`src/rtl/osyrys64_pkg.sv`:
```
// osyrys64_pkg: shared definitions for the osyrys64 integer ALU decode path.
//   - RV64I major opcode constants for the ALU-class instructions
//   - ALU_* operation encodings (8-bit) and MD_* M-extension encodings
//     (8-bit, numerically disjoint from ALU_*)
//   - operand select enums and the decode_t payload struct
// Payload fields for immediate and PC are XLEN_MAX wide; narrower datapaths
// take the low bits.
package osyrys64_pkg;

  localparam int XLEN_MAX = 64;

  localparam logic [6:0] OPC_OP        = 7'b0110011;
  localparam logic [6:0] OPC_OP_IMM    = 7'b0010011;
  localparam logic [6:0] OPC_OP_32     = 7'b0111011;
  localparam logic [6:0] OPC_OP_IMM_32 = 7'b0011011;
  localparam logic [6:0] OPC_LUI       = 7'b0110111;
  localparam logic [6:0] OPC_AUIPC     = 7'b0010111;

  localparam logic [6:0] F7_BASE   = 7'b0000000;
  localparam logic [6:0] F7_ALT    = 7'b0100000;
  localparam logic [6:0] F7_MULDIV = 7'b0000001;

  localparam logic [7:0] ALU_ADD  = 8'h00;
  localparam logic [7:0] ALU_SUB  = 8'h01;
  localparam logic [7:0] ALU_SLL  = 8'h02;
  localparam logic [7:0] ALU_SLT  = 8'h03;
  localparam logic [7:0] ALU_SLTU = 8'h04;
  localparam logic [7:0] ALU_XOR  = 8'h05;
  localparam logic [7:0] ALU_SRL  = 8'h06;
  localparam logic [7:0] ALU_SRA  = 8'h07;
  localparam logic [7:0] ALU_OR   = 8'h08;
  localparam logic [7:0] ALU_AND  = 8'h09;
  localparam logic [7:0] ALU_ADDW = 8'h0A;
  localparam logic [7:0] ALU_SUBW = 8'h0B;
  localparam logic [7:0] ALU_SLLW = 8'h0C;
  localparam logic [7:0] ALU_SRLW = 8'h0D;
  localparam logic [7:0] ALU_SRAW = 8'h0E;

  localparam logic [7:0] MD_MUL    = 8'h20;
  localparam logic [7:0] MD_MULH   = 8'h21;
  localparam logic [7:0] MD_MULHSU = 8'h22;
  localparam logic [7:0] MD_MULHU  = 8'h23;
  localparam logic [7:0] MD_DIV    = 8'h24;
  localparam logic [7:0] MD_DIVU   = 8'h25;
  localparam logic [7:0] MD_REM    = 8'h26;
  localparam logic [7:0] MD_REMU   = 8'h27;
  localparam logic [7:0] MD_MULW   = 8'h28;
  localparam logic [7:0] MD_DIVW   = 8'h29;
  localparam logic [7:0] MD_DIVUW  = 8'h2A;
  localparam logic [7:0] MD_REMW   = 8'h2B;
  localparam logic [7:0] MD_REMUW  = 8'h2C;

  typedef enum logic [1:0] {
    SRC1_RS1  = 2'd0,
    SRC1_PC   = 2'd1,
    SRC1_ZERO = 2'd2
  } src1_sel_e;

  typedef enum logic {
    SRC2_RS2 = 1'b0,
    SRC2_IMM = 1'b1
  } src2_sel_e;

  typedef struct packed {
    logic [7:0]          alu_control;
    src1_sel_e           src1_sel;
    src2_sel_e           src2_sel;
    logic [XLEN_MAX-1:0] imm;
    logic [4:0]          rs1;
    logic [4:0]          rs2;
    logic [4:0]          rd;
    logic                rd_we;
    logic [XLEN_MAX-1:0] pc;
    logic                illegal;
    logic                muldiv;
  } decode_t;

  // funct3 -> 64-bit M-extension op (MUL..REMU share funct3 order)
  function automatic logic [7:0] md_op(input logic [2:0] funct3);
    logic [7:0] op;
    case (funct3)
      3'b000:  op = MD_MUL;
      3'b001:  op = MD_MULH;
      3'b010:  op = MD_MULHSU;
      3'b011:  op = MD_MULHU;
      3'b100:  op = MD_DIV;
      3'b101:  op = MD_DIVU;
      3'b110:  op = MD_REM;
      default: op = MD_REMU;
    endcase
    return op;
  endfunction

endpackage

```
`src/rtl/alu_decode_comb.sv`:
```
// alu_decode_comb: purely combinational decode of one RV64I ALU-class
// instruction into a decode_t payload.
// Parameters:
//   XLEN        datapath width of pc (<= XLEN_MAX)
//   EN_WORD_OPS when 0, OP-32 / OP-IMM-32 decode as illegal
// Optional feature macro: OSYRYS64_MULDIV_DECODE_EN makes funct7=0000001
// in OP / OP-32 legal M-extension ops; otherwise those encodings are illegal.
// Ports:
//   instr  in  32    instruction word
//   pc     in  XLEN  instruction PC (carried into the payload)
//   dec    out       decoded payload
module alu_decode_comb
  import osyrys64_pkg::*;
#(
  parameter int XLEN        = 64,
  parameter bit EN_WORD_OPS = 1'b1
) (
  input  logic [31:0]     instr,
  input  logic [XLEN-1:0] pc,
  output decode_t         dec
);

  logic [6:0] opcode;
  logic [2:0] funct3;
  logic [6:0] funct7;
  logic [5:0] funct6;

  logic [XLEN_MAX-1:0] imm_i;
  logic [XLEN_MAX-1:0] imm_u;
  logic [XLEN_MAX-1:0] shamt6;
  logic [XLEN_MAX-1:0] shamt5;
  logic [XLEN_MAX-1:0] pc_ext;
  logic                illegal;

  assign opcode = instr[6:0];
  assign funct3 = instr[14:12];
  assign funct7 = instr[31:25];
  assign funct6 = instr[31:26];

  assign imm_i  = {{52{instr[31]}}, instr[31:20]};
  assign imm_u  = {{32{instr[31]}}, instr[31:12], 12'b0};
  assign shamt6 = {58'b0, instr[25:20]};
  assign shamt5 = {59'b0, instr[24:20]};

  always_comb begin
    pc_ext = '0;
    pc_ext[XLEN-1:0] = pc;
  end

  always_comb begin
    dec             = '0;
    dec.alu_control = ALU_ADD;
    dec.src1_sel    = SRC1_RS1;
    dec.src2_sel    = SRC2_IMM;
    dec.rs1         = instr[19:15];
    dec.rs2         = instr[24:20];
    dec.rd          = instr[11:7];
    dec.pc          = pc_ext;
    illegal         = 1'b0;

    case (opcode)
      OPC_OP_IMM: begin
        dec.imm = imm_i;
        case (funct3)
          3'b000: dec.alu_control = ALU_ADD;
          3'b010: dec.alu_control = ALU_SLT;
          3'b011: dec.alu_control = ALU_SLTU;
          3'b100: dec.alu_control = ALU_XOR;
          3'b110: dec.alu_control = ALU_OR;
          3'b111: dec.alu_control = ALU_AND;
          3'b001: begin
            dec.imm = shamt6;
            if (funct6 == 6'b000000) dec.alu_control = ALU_SLL;
            else illegal = 1'b1;
          end
          default: begin
            dec.imm = shamt6;
            if (funct6 == 6'b000000) dec.alu_control = ALU_SRL;
            else if (funct6 == 6'b010000) dec.alu_control = ALU_SRA;
            else illegal = 1'b1;
          end
        endcase
      end

      OPC_OP: begin
        dec.src2_sel = SRC2_RS2;
        if (funct7 == F7_BASE) begin
          case (funct3)
            3'b000:  dec.alu_control = ALU_ADD;
            3'b001:  dec.alu_control = ALU_SLL;
            3'b010:  dec.alu_control = ALU_SLT;
            3'b011:  dec.alu_control = ALU_SLTU;
            3'b100:  dec.alu_control = ALU_XOR;
            3'b101:  dec.alu_control = ALU_SRL;
            3'b110:  dec.alu_control = ALU_OR;
            default: dec.alu_control = ALU_AND;
          endcase
        end else if (funct7 == F7_ALT) begin
          case (funct3)
            3'b000:  dec.alu_control = ALU_SUB;
            3'b101:  dec.alu_control = ALU_SRA;
            default: illegal = 1'b1;
          endcase
        end
`ifdef OSYRYS64_MULDIV_DECODE_EN
        else if (funct7 == F7_MULDIV) begin
          dec.muldiv      = 1'b1;
          dec.alu_control = md_op(funct3);
        end
`endif
        else begin
          illegal = 1'b1;
        end
      end

      OPC_OP_IMM_32: begin
        dec.imm = imm_i;
        if (!EN_WORD_OPS) begin
          illegal = 1'b1;
        end else begin
          case (funct3)
            3'b000: dec.alu_control = ALU_ADDW;
            3'b001: begin
              // word shifts only have a 5-bit shamt, so instr[25] must be 0
              dec.imm = shamt5;
              if (funct7 == F7_BASE) dec.alu_control = ALU_SLLW;
              else illegal = 1'b1;
            end
            3'b101: begin
              dec.imm = shamt5;
              if (funct7 == F7_BASE) dec.alu_control = ALU_SRLW;
              else if (funct7 == F7_ALT) dec.alu_control = ALU_SRAW;
              else illegal = 1'b1;
            end
            default: illegal = 1'b1;
          endcase
        end
      end

      OPC_OP_32: begin
        dec.src2_sel = SRC2_RS2;
        if (!EN_WORD_OPS) begin
          illegal = 1'b1;
        end else if (funct7 == F7_BASE) begin
          case (funct3)
            3'b000:  dec.alu_control = ALU_ADDW;
            3'b001:  dec.alu_control = ALU_SLLW;
            3'b101:  dec.alu_control = ALU_SRLW;
            default: illegal = 1'b1;
          endcase
        end else if (funct7 == F7_ALT) begin
          case (funct3)
            3'b000:  dec.alu_control = ALU_SUBW;
            3'b101:  dec.alu_control = ALU_SRAW;
            default: illegal = 1'b1;
          endcase
        end
`ifdef OSYRYS64_MULDIV_DECODE_EN
        else if (funct7 == F7_MULDIV) begin
          dec.muldiv = 1'b1;
          case (funct3)
            3'b000:  dec.alu_control = MD_MULW;
            3'b100:  dec.alu_control = MD_DIVW;
            3'b101:  dec.alu_control = MD_DIVUW;
            3'b110:  dec.alu_control = MD_REMW;
            3'b111:  dec.alu_control = MD_REMUW;
            default: illegal = 1'b1;
          endcase
        end
`endif
        else begin
          illegal = 1'b1;
        end
      end

      OPC_LUI: begin
        dec.imm      = imm_u;
        dec.src1_sel = SRC1_ZERO;
      end

      OPC_AUIPC: begin
        dec.imm      = imm_u;
        dec.src1_sel = SRC1_PC;
      end

      default: illegal = 1'b1;
    endcase

    // Illegal entries still flow downstream but must not have side effects.
    if (illegal) begin
      dec.illegal     = 1'b1;
      dec.alu_control = ALU_ADD;
      dec.rd_we       = 1'b0;
      dec.muldiv      = 1'b0;
    end else begin
      dec.rd_we = (dec.rd != 5'd0);
    end
  end

endmodule

```
`src/rtl/alu_decode_stage.sv`:
```
// alu_decode_stage: decode stage in front of the osyrys64 integer ALU.
// Combinational decode (alu_decode_comb) feeds a single-entry output slot
// with valid/ready handshake, backpressure and flush.
// Parameters: XLEN (pc/imm width), EN_WORD_OPS (0 = word ops illegal).
// Optional feature macro: OSYRYS64_MULDIV_DECODE_EN (M-extension decode);
// when undefined out_muldiv is tied 0.
// Ports:
//   clk, rst_n                 clock, async active-low reset
//   in_valid/in_ready          upstream handshake
//   in_instr, in_pc            instruction word and its PC
//   flush                      kill held entry and same-cycle capture
//   out_valid/out_ready        downstream handshake
//   out_alu_control ... out_muldiv  registered decode payload
module alu_decode_stage
  import osyrys64_pkg::*;
#(
  parameter int XLEN        = 64,
  parameter bit EN_WORD_OPS = 1'b1
) (
  input  logic            clk,
  input  logic            rst_n,
  input  logic            in_valid,
  output logic            in_ready,
  input  logic [31:0]     in_instr,
  input  logic [XLEN-1:0] in_pc,
  input  logic            flush,
  output logic            out_valid,
  input  logic            out_ready,
  output logic [7:0]      out_alu_control,
  output logic [1:0]      out_src1_sel,
  output logic            out_src2_sel,
  output logic [XLEN-1:0] out_imm,
  output logic [4:0]      out_rs1,
  output logic [4:0]      out_rs2,
  output logic [4:0]      out_rd,
  output logic            out_rd_we,
  output logic [XLEN-1:0] out_pc,
  output logic            out_illegal,
  output logic            out_muldiv
);

  decode_t dec_d;
  decode_t dec_q;
  logic    capture;

  alu_decode_comb #(
    .XLEN        (XLEN),
    .EN_WORD_OPS (EN_WORD_OPS)
  ) u_decode (
    .instr (in_instr),
    .pc    (in_pc),
    .dec   (dec_d)
  );

  // The slot frees up in the same cycle it drains, giving 1 instr/cycle.
  assign in_ready = !out_valid || out_ready;
  assign capture  = in_valid && in_ready && !flush;

  always_ff @(posedge clk or negedge rst_n) begin
    if (!rst_n) begin
      out_valid <= 1'b0;
      dec_q     <= '0;
    end else if (flush) begin
      out_valid <= 1'b0;
    end else if (capture) begin
      out_valid <= 1'b1;
      dec_q     <= dec_d;
    end else if (out_ready) begin
      out_valid <= 1'b0;
    end
  end

  assign out_alu_control = dec_q.alu_control;
  assign out_src1_sel    = dec_q.src1_sel;
  assign out_src2_sel    = dec_q.src2_sel;
  assign out_imm         = dec_q.imm[XLEN-1:0];
  assign out_rs1         = dec_q.rs1;
  assign out_rs2         = dec_q.rs2;
  assign out_rd          = dec_q.rd;
  assign out_rd_we       = dec_q.rd_we;
  assign out_pc          = dec_q.pc[XLEN-1:0];
  assign out_illegal     = dec_q.illegal;
`ifdef OSYRYS64_MULDIV_DECODE_EN
  assign out_muldiv      = dec_q.muldiv;
`else
  assign out_muldiv      = 1'b0;
`endif

endmodule

```
`config.mk`:
```
export PLATFORM = sky130hd
export DESIGN_NAME = alu_decode_stage
export DESIGN_NICKNAME = d
export VERILOG_FILES = /design/src/rtl/osyrys64_pkg.sv /design/src/rtl/alu_decode_comb.sv /design/src/rtl/alu_decode_stage.sv
export SDC_FILE = /design/constraint.sdc
export NUM_CORES = 1
export LEC_CHECK = 0
export ABC_AREA = 1
export CORE_UTILIZATION = 45
export DETAILED_ROUTE_END_ITERATION = 12
export PLACE_DENSITY = 0.86
export SLEW_MARGIN = 10
export SYNTH_ARGS = -nofsm -noshare
export SYNTH_HDL_FRONTEND = slang
export SYNTH_SLANG_ARGS = --single-unit
```
`constraint.sdc`:
```
create_clock -name clk -period 2.5 [get_ports clk]
set_clock_uncertainty 0.05 [all_clocks]
set_input_delay 0.5 -clock clk [delete_from_list [all_inputs] [get_ports clk]]
set_output_delay 0.5 -clock clk [all_outputs]
set_load 0.1 [all_outputs]
```
==> summary.txt <==
Clocking
  • Post-CTS Setup Bufs: 0
  • Clk sinks: 121
  • Worst-path clk slew: 0.05 ns
  • H-tree Lvls: 4
  • Hold buffer count at CTS: 1
  • Post-CTS sizing: 0
  • Clock Latency Late Sink: 0.41 ns
  • CTS buffer count: 17
  • CTS root buffer: clkbuf_16
  • CTS tree: built
  • Clk buf depth: 2

Timing
  • Setup_tns: 0 ns
  • Final hold vios: 0
  • Final Setup Violations: 0
  • RSZ-0062 raised after global routing: false
  • Slew Limit Fails: 0
  • Final Critical Period: 1.955 ns
  • Tcrit/Tclk final: 0.7819
  • Fmax: 511.6 MHz

Placed design
  • Hpwl dp: 11.48 mm
  • Port bufs: 254
  • Placed cells: 1,044
  • Final Wtd Congestion: 0.9581

Logic synthesis
  • Synth async-reset ratio: 1.000
  • Syn. warnings: 0
  • Register area share after synthesis: 0.5377
  • Post-synthesis simple-gate area fraction: 0.2964
  • Top cells by area, synth: dfrtp_1 54%, nand2_1 22%, buf_4 5.2%
  • Yosys top cell area share: 0.5377
  • Mux contribution to synthesized area: 0
  • Yosys reg bits: 121
  • Cell taking the most area after synthesis: dfrtp_1
  • Synth Area in XOR/XNOR: 0
  • Synthesized area: 0.005632 mm²
  • Synth unique cells: 29
  • Largest family of logic cells by synthesized area: simple AND/OR/NAND/NOR gates
  • Syn Area/Cell: 8.418 µm²
  • Synth Area in Compound Gates: 0.07287
  • Main flop type after synthesis: dfrtp_1
  • Gate count of the mapped netlist: 669
  • Post-synth EDFFs: 0
  • Synth Area in Adders: 0

Route
  • Drt initial violations: 427
  • Average wire per standard cell: 14.99 µm
  • Vias: 5,190
  • Post-route ant nets: 0
  • Remaining DRCs: 0
  • WL final: 16.13 mm
  • Vias/cell: 4.823
  • Pre-antenna DRT Iters: 6

Final layout
  • Area growth, synth to finish: 56.39%
  • Fillers: 915
  • Final Util: 0.7272
  • Final Instance Count excl. Fillers: 1,076
  • Sequential cell area: 0.003028 mm²
  • Inserted Diodes: 0
  • Layout cells sized above 1: 0.2588
  • Layout Nets: 997
  • Multi-input gate area: 0.002106 mm²

Hold path
  • Hold endpoint: out_alu_control[2]$_DFFE_PN0P_
  • Hold Path Depth: 2
  • Worst Hold Class: flop to flop
  • Min-delay src: out_alu_control[2]$_DFFE_PN0P_

Critical path
  • Kind of critical path: flop to output pin
  • Startpoint Class: flop
  • Reg-to-Reg Start: out_valid$_DFFE_PN0P_
  • Setup crit end kind: output pin
  • RR Endpoint: out_imm[0]$_DFFE_PN0P_
  • Path depth of the worst reg2reg path: 8
  • Reg2reg setup slack: 0.88 ns
  • CP Max Fanout: 34
  • CP required: 1.95 ns
  • CP arrival: 1.40 ns

Floorplanning
  • Placement Rows: 40
  • Placeable Area: 0.01211 mm²
  • Die X: 113.9 µm
  • Die H: 113.9 µm
  • Starting Density: 0.4650
  • Ports: 260
  • Die ar.: 0.01297 mm²

Power
  • Pleak: 4.563 nW
  • Pwr dens: 840.9 mW/mm²
  • Peak supply drop: 0.4649 mV

GRT
  • First-pass GRT wire length: 24.90 mm
  • Total grt overflow: 0
  • Vias in the first global route: 4,899
  • Largest net degree at the start of global routing: 89
  • GRT Util Overall: 0.2516
  • Initial antenna violation count: 0

Run status
  • Status: completed

Job
  • Max-cap violations: 0
worst max-delay path: stages (launching register included):
cell     delay (ns)
dfrtp_1        0.37
buf_12         0.36
buf_12         0.23
worst max-delay path by stage:
stage,startpoint,end,slack [ns],cells past startpoint
CTS,out_imm[62]$_DFFE_PN0P_,out_imm[37],0.53,2
global placement,out_ready,out_rd_we$_DFFE_PN0P_,0.32,8
floorplan,out_valid$_DFFE_PN0P_,out_imm[62]$_DFFE_PN0P_,0.02,8
detailed placement,out_ready,out_rd_we$_DFFE_PN0P_,0.33,8
finish,out_imm[62]$_DFFE_PN0P_,out_imm[37],0.55,2
global route,out_imm[62]$_DFFE_PN0P_,out_imm[57],0.50,2
where the power goes:
part / total, mW / internal, mW / switching, mW
clock: 2.51 / 1.68 / 0.827
combinational: 2.62 / 0.564 / 2.05
sequential: 2.28 / 2.17 / 0.113
total: 7.41 / 4.41 / 2.99
Yosys cell counts, drive strengths merged, types with 3 or more instances:
library cell / count
a21oi: 4
buf: 63
dfrtp: 121
inv: 26
nand2: 338
nand3: 29
nand3b: 3
nand4: 6
nor2: 33
o211ai: 18
o21ai: 17
o311ai: 4
o31ai: 3
cells in the final DEF, fill, tap and decap left out, types with 3 or more instances in the layout:
cell type        count
inv_2                7
clkbuf_1             5
o21ai_0             15
clkdlybuf4s50_1     99
buf_4              128
nand2_1            333
nand2_2              4
nor2_1              27
bufinv_16            4
o311ai_2             3
nand3_2              3
buf_12              40
o211ai_2            16
nand4_1              6
inv_1               19
nand3_1             26
nor2_4               5
o31ai_1              3
clkbuf_16           17
a21oi_1              4
nand3b_1             3
conb_1               5
dfrtp_1            121
area by class of cell:
cell class,count,area share
clock buffer,23,0.05200
tap,168,0.02387
inverter,26,0.01108
multi-input combinational,462,0.2391
clock inverter,8,0.01648
timing repair buffer,268,0.3137
sequential,121,0.3438
metal layers:
| metal | up-vias | track usage | routed length (µm) | part of all wire |
|---|---|---|---|---|
| met5 | - | 0 | 0 | 0 |
| met4 | 0 | 0.09437 | 375 | 0.023 |
| met3 | 33 | 0.05898 | 928 | 0.058 |
| met2 | 202 | 0.4329 | 8114 | 0.50 |
| met1 | 2421 | 0.3080 | 6707 | 0.42 |
| li1 | 2534 | - | - | - |
metrics by stage:
step	area, µm²	worst slack (ns)	total power [mW]	hold slack, ns
final	8807	0.5453	7.406	0.4273
after global routing	8807	0.5025	7.642	0.4407
after CTS	8807	0.5298	7.457	0.4310
after detailed placement	8194	0.3251	4.924	0.4163
after global placement	8194	0.3230	4.897	0.4123
after floorplan	5647	0.01987	4.214	0.1544
logic make-up after synthesis:
group	after synthesis
buffers and inverters	90
DFF	121
other	1
AOI/OAI and AO/OA	47
and+or+nand+nor	410
registers in the layout (all words and copies together) (netlist names):
register,cells
out_rs1,5
out_rd_we,1
out_valid,1
out_src2_sel,1
out_illegal,1
out_alu_control,4
out_src1_sel,2
out_rd,5
out_imm,32
out_pc,64
out_rs2,5
(Power assumes the default switching activity.)
